### src/rtl/jh_pkg.sv
// Shared JH datapath constants and helpers.
// Used by the source FIFO and the result path.
package jh_pkg;

  localparam int JH_WORD_W = 64;
  localparam int JH_HALF_W = 32;

  function automatic logic [JH_WORD_W-1:0] jh_bswap64(
    input logic [JH_WORD_W-1:0] w
  );
    logic [JH_WORD_W-1:0] r;
    r = '0;
    for (int b = 0; b < 8; b++) begin
      r[8*b +: 8] = w[8*(7-b) +: 8];
    end
    return r;
  endfunction

endpackage

### src/rtl/jh_src_fifo_mem.sv
// Word storage for the JH source FIFO.
// One write port, one asynchronous read port, no reset on the array.
module jh_src_fifo_mem
  import jh_pkg::*;
#(
  parameter int DEPTH = 16,
  parameter int AW    = 4
) (
  input  logic                 clk,
  input  logic                 we_i,
  input  logic [AW-1:0]        waddr_i,
  input  logic [JH_WORD_W-1:0] wdata_i,
  input  logic [AW-1:0]        raddr_i,
  output logic [JH_WORD_W-1:0] rdata_o
);

  logic [JH_WORD_W-1:0] mem_q [DEPTH];

  always_ff @(posedge clk) begin
    if (we_i) begin
      mem_q[waddr_i] <= wdata_i;
    end
  end

  assign rdata_o = mem_q[raddr_i];

endmodule

### src/rtl/jh_src_fifo.sv
// Bus-to-core source FIFO: packs 32-bit writes into 64-bit words.
// Define JH_SRC_BYTESWAP_EN to byte-reverse dout per word.
module jh_src_fifo
  import jh_pkg::*;
#(
  parameter int DEPTH = 16,
  parameter int AW    = 4
) (
  input  logic                 clk,
  input  logic                 reset_n,
  input  logic                 flush,
  input  logic                 wr_lo,
  input  logic                 wr_hi,
  input  logic [JH_HALF_W-1:0] wr_data,
  input  logic                 src_read,
  output logic                 src_ready,
  output logic [JH_WORD_W-1:0] dout,
  output logic [AW:0]          level,
  output logic                 full,
  output logic                 overflow,
  output logic                 underflow
);

  localparam logic [AW:0] FULL_LVL = (AW+1)'(DEPTH);

  logic [AW-1:0]        wr_ptr_q, wr_ptr_d;
  logic [AW-1:0]        rd_ptr_q, rd_ptr_d;
  logic [AW:0]          level_q, level_d;
  logic [JH_HALF_W-1:0] lo_q, lo_d;
  logic                 ovf_q, ovf_d;
  logic                 unf_q, unf_d;
  logic                 seen_q, seen_d;

  logic                 empty;
  logic                 pop_ok;
  logic                 push_ok;
  logic [JH_WORD_W-1:0] push_word;
  logic [JH_WORD_W-1:0] head;

  assign empty = (level_q == '0);
  assign full  = (level_q == FULL_LVL);

  always_comb begin
    wr_ptr_d  = wr_ptr_q;
    rd_ptr_d  = rd_ptr_q;
    level_d   = level_q;
    lo_d      = lo_q;
    ovf_d     = ovf_q;
    unf_d     = unf_q;
    seen_d    = seen_q;
    pop_ok    = src_read && !empty && !flush;
    push_ok   = wr_hi && (!full || pop_ok) && !flush;
    push_word = wr_lo ? {wr_data, wr_data}
                      : {wr_data, lo_q};
    if (flush) begin
      wr_ptr_d = '0;
      rd_ptr_d = '0;
      level_d  = '0;
      lo_d     = '0;
      ovf_d    = 1'b0;
      unf_d    = 1'b0;
      seen_d   = 1'b0;
    end else begin
      if (wr_lo) lo_d = wr_data;
      if (src_read && empty) unf_d = 1'b1;
      if (wr_hi && !push_ok) ovf_d = 1'b1;
      if (pop_ok) rd_ptr_d = rd_ptr_q + 1'b1;
      if (push_ok) begin
        wr_ptr_d = wr_ptr_q + 1'b1;
        seen_d   = 1'b1;
      end
      level_d = level_q
              + {{AW{1'b0}}, push_ok}
              - {{AW{1'b0}}, pop_ok};
    end
  end

  always_ff @(posedge clk or negedge reset_n) begin
    if (!reset_n) begin
      wr_ptr_q <= '0;
      rd_ptr_q <= '0;
      level_q  <= '0;
      lo_q     <= '0;
      ovf_q    <= 1'b0;
      unf_q    <= 1'b0;
      seen_q   <= 1'b0;
    end else begin
      wr_ptr_q <= wr_ptr_d;
      rd_ptr_q <= rd_ptr_d;
      level_q  <= level_d;
      lo_q     <= lo_d;
      ovf_q    <= ovf_d;
      unf_q    <= unf_d;
      seen_q   <= seen_d;
    end
  end

  jh_src_fifo_mem #(
    .DEPTH (DEPTH),
    .AW    (AW)
  ) u_mem (
    .clk     (clk),
    .we_i    (push_ok),
    .waddr_i (wr_ptr_q),
    .wdata_i (push_word),
    .raddr_i (rd_ptr_q),
    .rdata_o (head)
  );

  // Array is unreset; show zero until the first push after reset/flush.
  logic [JH_WORD_W-1:0] word;
  assign word = seen_q ? head : '0;

`ifdef JH_SRC_BYTESWAP_EN
  assign dout = jh_bswap64(word);
`else
  assign dout = word;
`endif

  assign src_ready = empty;
  assign level     = level_q;
  assign overflow  = ovf_q;
  assign underflow = unf_q;

endmodule

### config.mk
export PLATFORM = sky130hd
export DESIGN_NAME = jh_src_fifo
export DESIGN_NICKNAME = d
export VERILOG_FILES = /design/src/rtl/jh_pkg.sv /design/src/rtl/jh_src_fifo_mem.sv /design/src/rtl/jh_src_fifo.sv
export SDC_FILE = /design/constraint.sdc
export NUM_CORES = 1
export LEC_CHECK = 0
export ABC_AREA = 1
export CORE_ASPECT_RATIO = 0.5
export CORE_MARGIN = 4
export CORE_UTILIZATION = 40
export DETAILED_ROUTE_END_ITERATION = 10
export PLACE_DENSITY = 0.58
export SKIP_CTS_REPAIR_TIMING = 1
export SLEW_MARGIN = 25
export SYNTH_ARGS = -nofsm -noshare
export SYNTH_HDL_FRONTEND = slang
export SYNTH_HIERARCHICAL = 1
export SYNTH_SLANG_ARGS = --single-unit
### constraint.sdc
create_clock -name clk -period 8.1 [get_ports clk]
set_clock_uncertainty 0.2 [all_clocks]
set_input_delay 1.62 -clock clk [delete_from_list [all_inputs] [get_ports clk]]
set_output_delay 1.62 -clock clk [all_outputs]
set_load 0.01 [all_outputs]
==> results of run 1 <==
-- cells in the mapped netlist, drive strengths merged --
cell type and count:
nand3 776, ha 8, clkbuf 24, a21oi 5, xnor2 1, nand3b 2
xor2 3, and2 32, o31ai 1, buf 203, fa 1, o21a 2
o2111ai 1, edfxtp 1024, nor2 31, inv 861, nand2 1436, mux2 32
o21ai 1, o211ai 1, nand4 5, nor3 1, dfrtp 48
-- path summary, 6_finish.rpt --
kind                                              start  slack, ns                      endpoint  cells after the start
worst max-delay path            rd_ptr_q[1]$_DFFE_PN0P_       1.85                      dout[31]                      9
worst min-delay path              underflow$_DFFE_PN0P_       0.31         underflow$_DFFE_PN0P_                      1
worst max register to register       level[2]$_DFF_PN0_       4.13  u_mem/mem_q[7][13]$_DFFE_PP_                     11
worst min register to register    underflow$_DFFE_PN0P_       0.31         underflow$_DFFE_PN0P_                      1
max in group asynchronous                       reset_n       6.32       rd_ptr_q[0]$_DFFE_PN0P_                      2
min in group asynchronous                       reset_n       0.83         underflow$_DFFE_PN0P_                      2
-- critical path, cell delays in order, from the launching register on --
cell	delay [ns]
dfrtp_4	0.86
buf_4	0.67
buf_4	0.82
nand3_1	0.15
nand3_1	0.12
nand3_1	0.11
nand2_1	0.10
nand2_1	0.14
inv_1	0.13
clkdlybuf4s50_1	0.55
-- logic make-up (layout without fill, tap and decap cells) --
kind of cell	count (synthesis)	count (layout)	synth area share, %
simple gates	2283	2283	20.52
buf+inv	1088	1218	10.03
flops	1072	1072	67.95
mux	32	32	1.006
compound gates	11	11	0.1570
fa+ha+maj	9	9	0.2555
xor+xnor	4	4	0.07452
other cells	0	2	0
-- cell usage in the layout (no fill, tap or decap), types with 2 or more instances in the layout --
cell type and count:
nand2_1 1435, edfxtp_1 1024, inv_1 856, nand3_1 776
clkdlybuf4s50_1 107, clkbuf_16 101, dfrtp_1 43, buf_4 39
and2_1 31, mux2_4 30, clkbuf_1 28, clkinv_1 16
clkinv_2 16, nor2_4 16, nor2_1 14, buf_12 12
bufinv_16 11, ha_1 8, clkbuf_8 6, a21oi_1 5
nand4_1 5, dfrtp_4 5, buf_16 4, buf_6 4
xor2_1 3, clkinvlp_4 3, inv_6 3, buf_2 3
diode_2 2, mux2_2 2, o21a_1 2, clkinv_16 2
inv_16 2, nand3b_1 2
-- flip-flops by register name (all words and copies together), names as in the netlist --
| signal | flops |
|---|---|
| seen_q | 1 |
| u_mem/mem_q | 1024 |
| rd_ptr_q | 4 |
| overflow | 1 |
| lo_q | 32 |
| level | 5 |
| wr_ptr_q | 4 |
| underflow | 1 |
-- layer usage --
metal	vias to the layer above	wire length, microns
met4	0	2658
li1	14530	-
met1	15270	57300
met5	-	0
met2	1135	55740
met3	173	10620
-- cell type report --
class | count | area, sq um | area share (%)
timing repair buffer | 170 | 1789 | 3.389
multi-input combinational | 2339 | 10470 | 19.84
sequential | 1072 | 31970 | 60.56
antenna | 2 | 5.005 | 0.009480
clock buffer | 135 | 2715 | 5.143
inverter | 861 | 3263 | 6.181
clock inverter | 52 | 606.8 | 1.150
tap | 1575 | 1971 | 3.733
-- metrics by stage --
step,util [%],total power (uW)
CTS,45.46,15220
finish,45.53,15130
floorplan,-,9268
global placement,42.51,10390
global route,45.53,15900
detailed placement,42.60,10410
-- report_power, final --
group / switching [uW] / leakage, uW / internal (uW)
clock: 2110 / 0.00161 / 2720
sequential: 95.6 / 0.00990 / 6200
combinational: 2790 / 0.0111 / 1220
==> impl_metrics.toml, run 1 <==
[floorplanning]
num_rows = 88
fp.coreArea_sq_mm = 0.1159
die_x_microns = 492.9
start_util_pct = 40.56
die-area_sq_mm = 0.1234
die_y_microns = 250.4
io_pins = 111

[global_route]
grt_start_max_net_pins = 244
grt_use_met3_pct = 4.019
grt_usage_pct = 20.14
grt_pass1_wl_microns = 188900
use_met2_pct = 30.32
antenna_found_initial = 6
overflow = 0
top_usage_layer = "met2"
met1_usage_pct = 29.93
first_global_vias = 29530

[drt]
firstDrtPassIters = 6
first_iter_violations = 3288
drc = 0
wl_per_cell_microns = 20.35
via_per_inst = 5.013
via_count = 31110
antenna_left = 0
drt_wl_total_microns = 126300

[clock_tree]
clock-root-buffer = "clkbuf_16"
worst_skew_pair.late_latency_ns = 0.70
clkSinkCount = 1072
cts_tree = "yes"
cts-htree-levels = 3
clk_pin_slew_ns = 0.07
numCtsBuffers = 99
clock_path_buffers = 3

[power]
power_density_mw_per_mm2 = 286.7
leakage_uw = 0.02258
peakVddDrop_v = 0.0003260

[timing]
finalHoldViolations = 0
slew_violations = 0
worst_pin_slew_ns = 1.089
fmaxAchievable_mhz = 160.1
finalSetupTns_ns = 0
max_slew_margin_pct = 27.26
setup_viol = 0
holdWs_ns = 0.3100
fin_ws_ns = 1.854
period_needed_ns = 6.246
fin_crit_sh_pct = 77.11
rsz0062_at_grt = "false"

[placed_design]
dp_hpwl_microns = 66500
place_area_sq_mm = 0.04939
dpl.cell_count = 6014
dp_slack_ns = 2.377
port_buffers = 110
gp_congestion = 0.7769

[worst_setup_path]
path_class = "reg2out"
start_kind = "register"
cp.required_ns = 6.28
crit_path_max_fanout = 62
worstPathArrival_ns = 4.43
cp-end-kind = "output port"

[finish]
fillCellCount = 10650
drive_above_1_share_pct = 5.790
area_delta_synth_final_pct = 12.27
nets = 4590
final_area_sq_mm = 0.05279
final_cells = 6206

[synthesis]
synth_cell_types = 34
seq_area_frac_synth_pct = 67.95
synthesis.nets = 4546
syn_area_sq_mm = 0.04702
yosys.area.top_type = "edfxtp_1"
synth_area_leaders = "edfxtp_1 (65%), nand2_1 (11%), nand3_1 (8.3%), inv_1 (6.8%), dfrtp_1 (2.6%)"
synth_seq_cells = 1072
syn_inst = 4499
syn_area_per_cell_sq_um = 10.45
synth.top_cell.area_share_pct = 65.40
yosysWarnings = 6

[flow_run]
drv_cap = 0

[status]
status = "completed"

[hold_path]
hold_class = "reg2reg"
Power figures use the tool's default switching activity.
==> inputs of run 2 (changes only) <==
--- a/config.mk
+++ b/config.mk
@@ -10,7 +10,7 @@
 export CORE_MARGIN = 4
 export CORE_UTILIZATION = 40
 export DETAILED_ROUTE_END_ITERATION = 10
-export PLACE_DENSITY = 0.58
+export PLACE_DENSITY = 0.6
 export SKIP_CTS_REPAIR_TIMING = 1
 export SLEW_MARGIN = 25
 export SYNTH_ARGS = -nofsm -noshare
==> constraint.sdc (replaced) <==
create_clock -name clk -period 5.3 [get_ports clk]
set_clock_uncertainty 0.2 [all_clocks]
set_input_delay 1.06 -clock clk [delete_from_list [all_inputs] [get_ports clk]]
set_output_delay 1.06 -clock clk [all_outputs]
set_load 0.01 [all_outputs]
==> run 2 against run 1 <==
Against the previous run: hold slack worse by 0.055 ns; first-iteration DRC count decreased by 4.2%; non-clock buffer count rose by 6; core utilization increased by 0.11 points; count of clock-buffer cells in the layout unchanged; wire length shrank 4.0%; register-to-register slack got worse by 2.3 ns; largest cell class unchanged.
==> impl_metrics.toml, run 2 (synthesis gave the netlist of run 1 again) <==
[status]
status = "completed"

[worst_setup_path]
crit_slowest_cell = "dfrtp_4"
reg2reg_to = "u_mem/mem_q[11][18]$_DFFE_PP_"
regToRegSetupSlack_ns = 1.84
start_kind = "register"
crit_family = "buffers and inverters"
crit_top_cell = "nand3_1"
cp-end-kind = "output port"
cp.required_ns = 4.04
path_class = "reg2out"
path_cells = "inv_8 > buf_4 > nand3_1 > nand3_1 > nand3_1 > nand2_1 > nand2_1 > inv_1 > clkdlybuf4s50_1"
cp.buffers_inverters = 4
worstPathArrival_ns = 3.50
slowest_delay_ns = 0.69
crit_path_max_fanout = 42
r2r_cells = 10
r2r-start = "level[2]$_DFF_PN0_"

[global_route]
first_global_vias = 29760
grt_usage_pct = 19.40
overflow = 0
grt_start_max_net_pins = 158
antenna_found_initial = 5
grt_pass1_wl_microns = 183500

[clock_tree]
worst_skew_pair.late_latency_ns = 0.71
numCtsBuffers = 100
clkSinkCount = 1072
cts_tree = "yes"
clock-root-buffer = "clkbuf_16"
clk_pin_slew_ns = 0.06
cts-htree-levels = 3
clock_path_buffers = 3

[finish]
largest_reg_flops = 1024
final_util_pct = 45.64
drive_above_1_share_pct = 5.807
nets = 4597
multi_input_area_sq_mm = 0.01047
final_cell_mix = "nand2_1 (1435), edfxtp_1 (1024), inv_1 (856)"
area_delta_synth_final_pct = 12.55
regMostFlops = "u_mem/mem_q"
layout_commonest_cell = "nand2_1"
register_area_sq_mm = 0.03197
fillCellCount = 10480

[drt]
antenna_left = 0
wl_per_cell_microns = 19.53
drc = 0
firstDrtPassIters = 5
via_per_inst = 4.990
first_iter_violations = 3150
drt_wl_total_microns = 121300
via_count = 30980

[timing]
worst_pin_slew_ns = 1.085
rsz0062_at_grt = "false"
finalHoldViolations = 0
period_needed_ns = 4.756
setup_viol = 0
slew_violations = 0
fin_crit_sh_pct = 89.74
max_slew_margin_pct = 27.70
fmaxAchievable_mhz = 210.2
finalSetupTns_ns = 0
holdWs_ns = 0.2554

[placed_design]
port_buffers = 110
gp_congestion = 0.7522
dp_hpwl_microns = 61870

[floorplanning]
die_y_microns = 250.4
io_pins = 111
start_util_pct = 40.56
num_rows = 88
die_x_microns = 492.9
fp.coreArea_sq_mm = 0.1159
die-area_sq_mm = 0.1234

[power]
p_int_uw = 15210
netSwitchingPower_uw = 7392
p_clk_share_pct = 30.8
power_density_mw_per_mm2 = 427.1
peakVddDrop_v = 0.0003357
p_sw_share_pct = 32.70
leakage_uw = 0.02258
combPwrFrac_pct = 26.5
seqPwrFrac_pct = 42.6

[flow_run]
drv_cap = 0

[hold_path]
hold_class = "in2async"
run 2: cell count changes in the layout (fill, tap and decap cells not counted), moves of 2 or more:
cell        change
buf_12         +29
buf_16          -4
buf_4          -14
buf_6           -4
bufinv_16       -8
clkbuf_1        -2
clkbuf_8        +3
clkinv_1        +4
clkinv_2        -3
clkinvlp_4      +3
run 2: layout make-up:
class	instances	share of cell area, %
repair buffers	176	3.958
flip-flops and latches	1072	60.41
diodes	2	0.009457
well taps	1575	3.724
clock inverters	49	0.7991
clock buffers	135	5.147
multi-input cells	2339	19.79
inverters	861	6.166
run 2: through the flow:
step	cell area, sq um	std cells	power [uW]	setup WS, ns
final	52920	6209	22600	0.5437
after CTS	52920	6207	22770	0.4635
after global routing	52920	6207	23820	0.3377
after global placement	49770	6023	15770	0.9947
after floorplan	47020	4499	14160	0.09365
after detailed placement	49770	6023	15810	0.9552
run 2: power groups by stage:
stage               clock, uW  combinational [uW]  sequential (uW)
floorplan                   0                4440             9720
global placement            0                5960             9810
detailed placement          0                6000             9810
CTS                      7110                6030             9630
global route             7480                6700             9640
finish                   6970                6000             9630
run 2: worst max path at each step:
stage,from,endpoint,slack [ns],depth (start not counted)
floorplan,src_read,u_mem/mem_q[12][0]$_DFFE_PP_,0.09,6
global placement,src_read,level[4]$_DFF_PN0_,0.99,18
detailed placement,src_read,u_mem/mem_q[11][35]$_DFFE_PP_,0.96,8
CTS,rd_ptr_q[1]$_DFFE_PN0P_,dout[51],0.46,9
global route,rd_ptr_q[1]$_DFFE_PN0P_,dout[51],0.34,9
finish,rd_ptr_q[1]$_DFFE_PN0P_,dout[1],0.54,9
run 2: routing by layer:
metal	routed length, microns	global-route usage [%]
met1	56310	29.00
met5	7	0
met2	54240	29.98
met4	2100	4.378
met3	8595	2.855
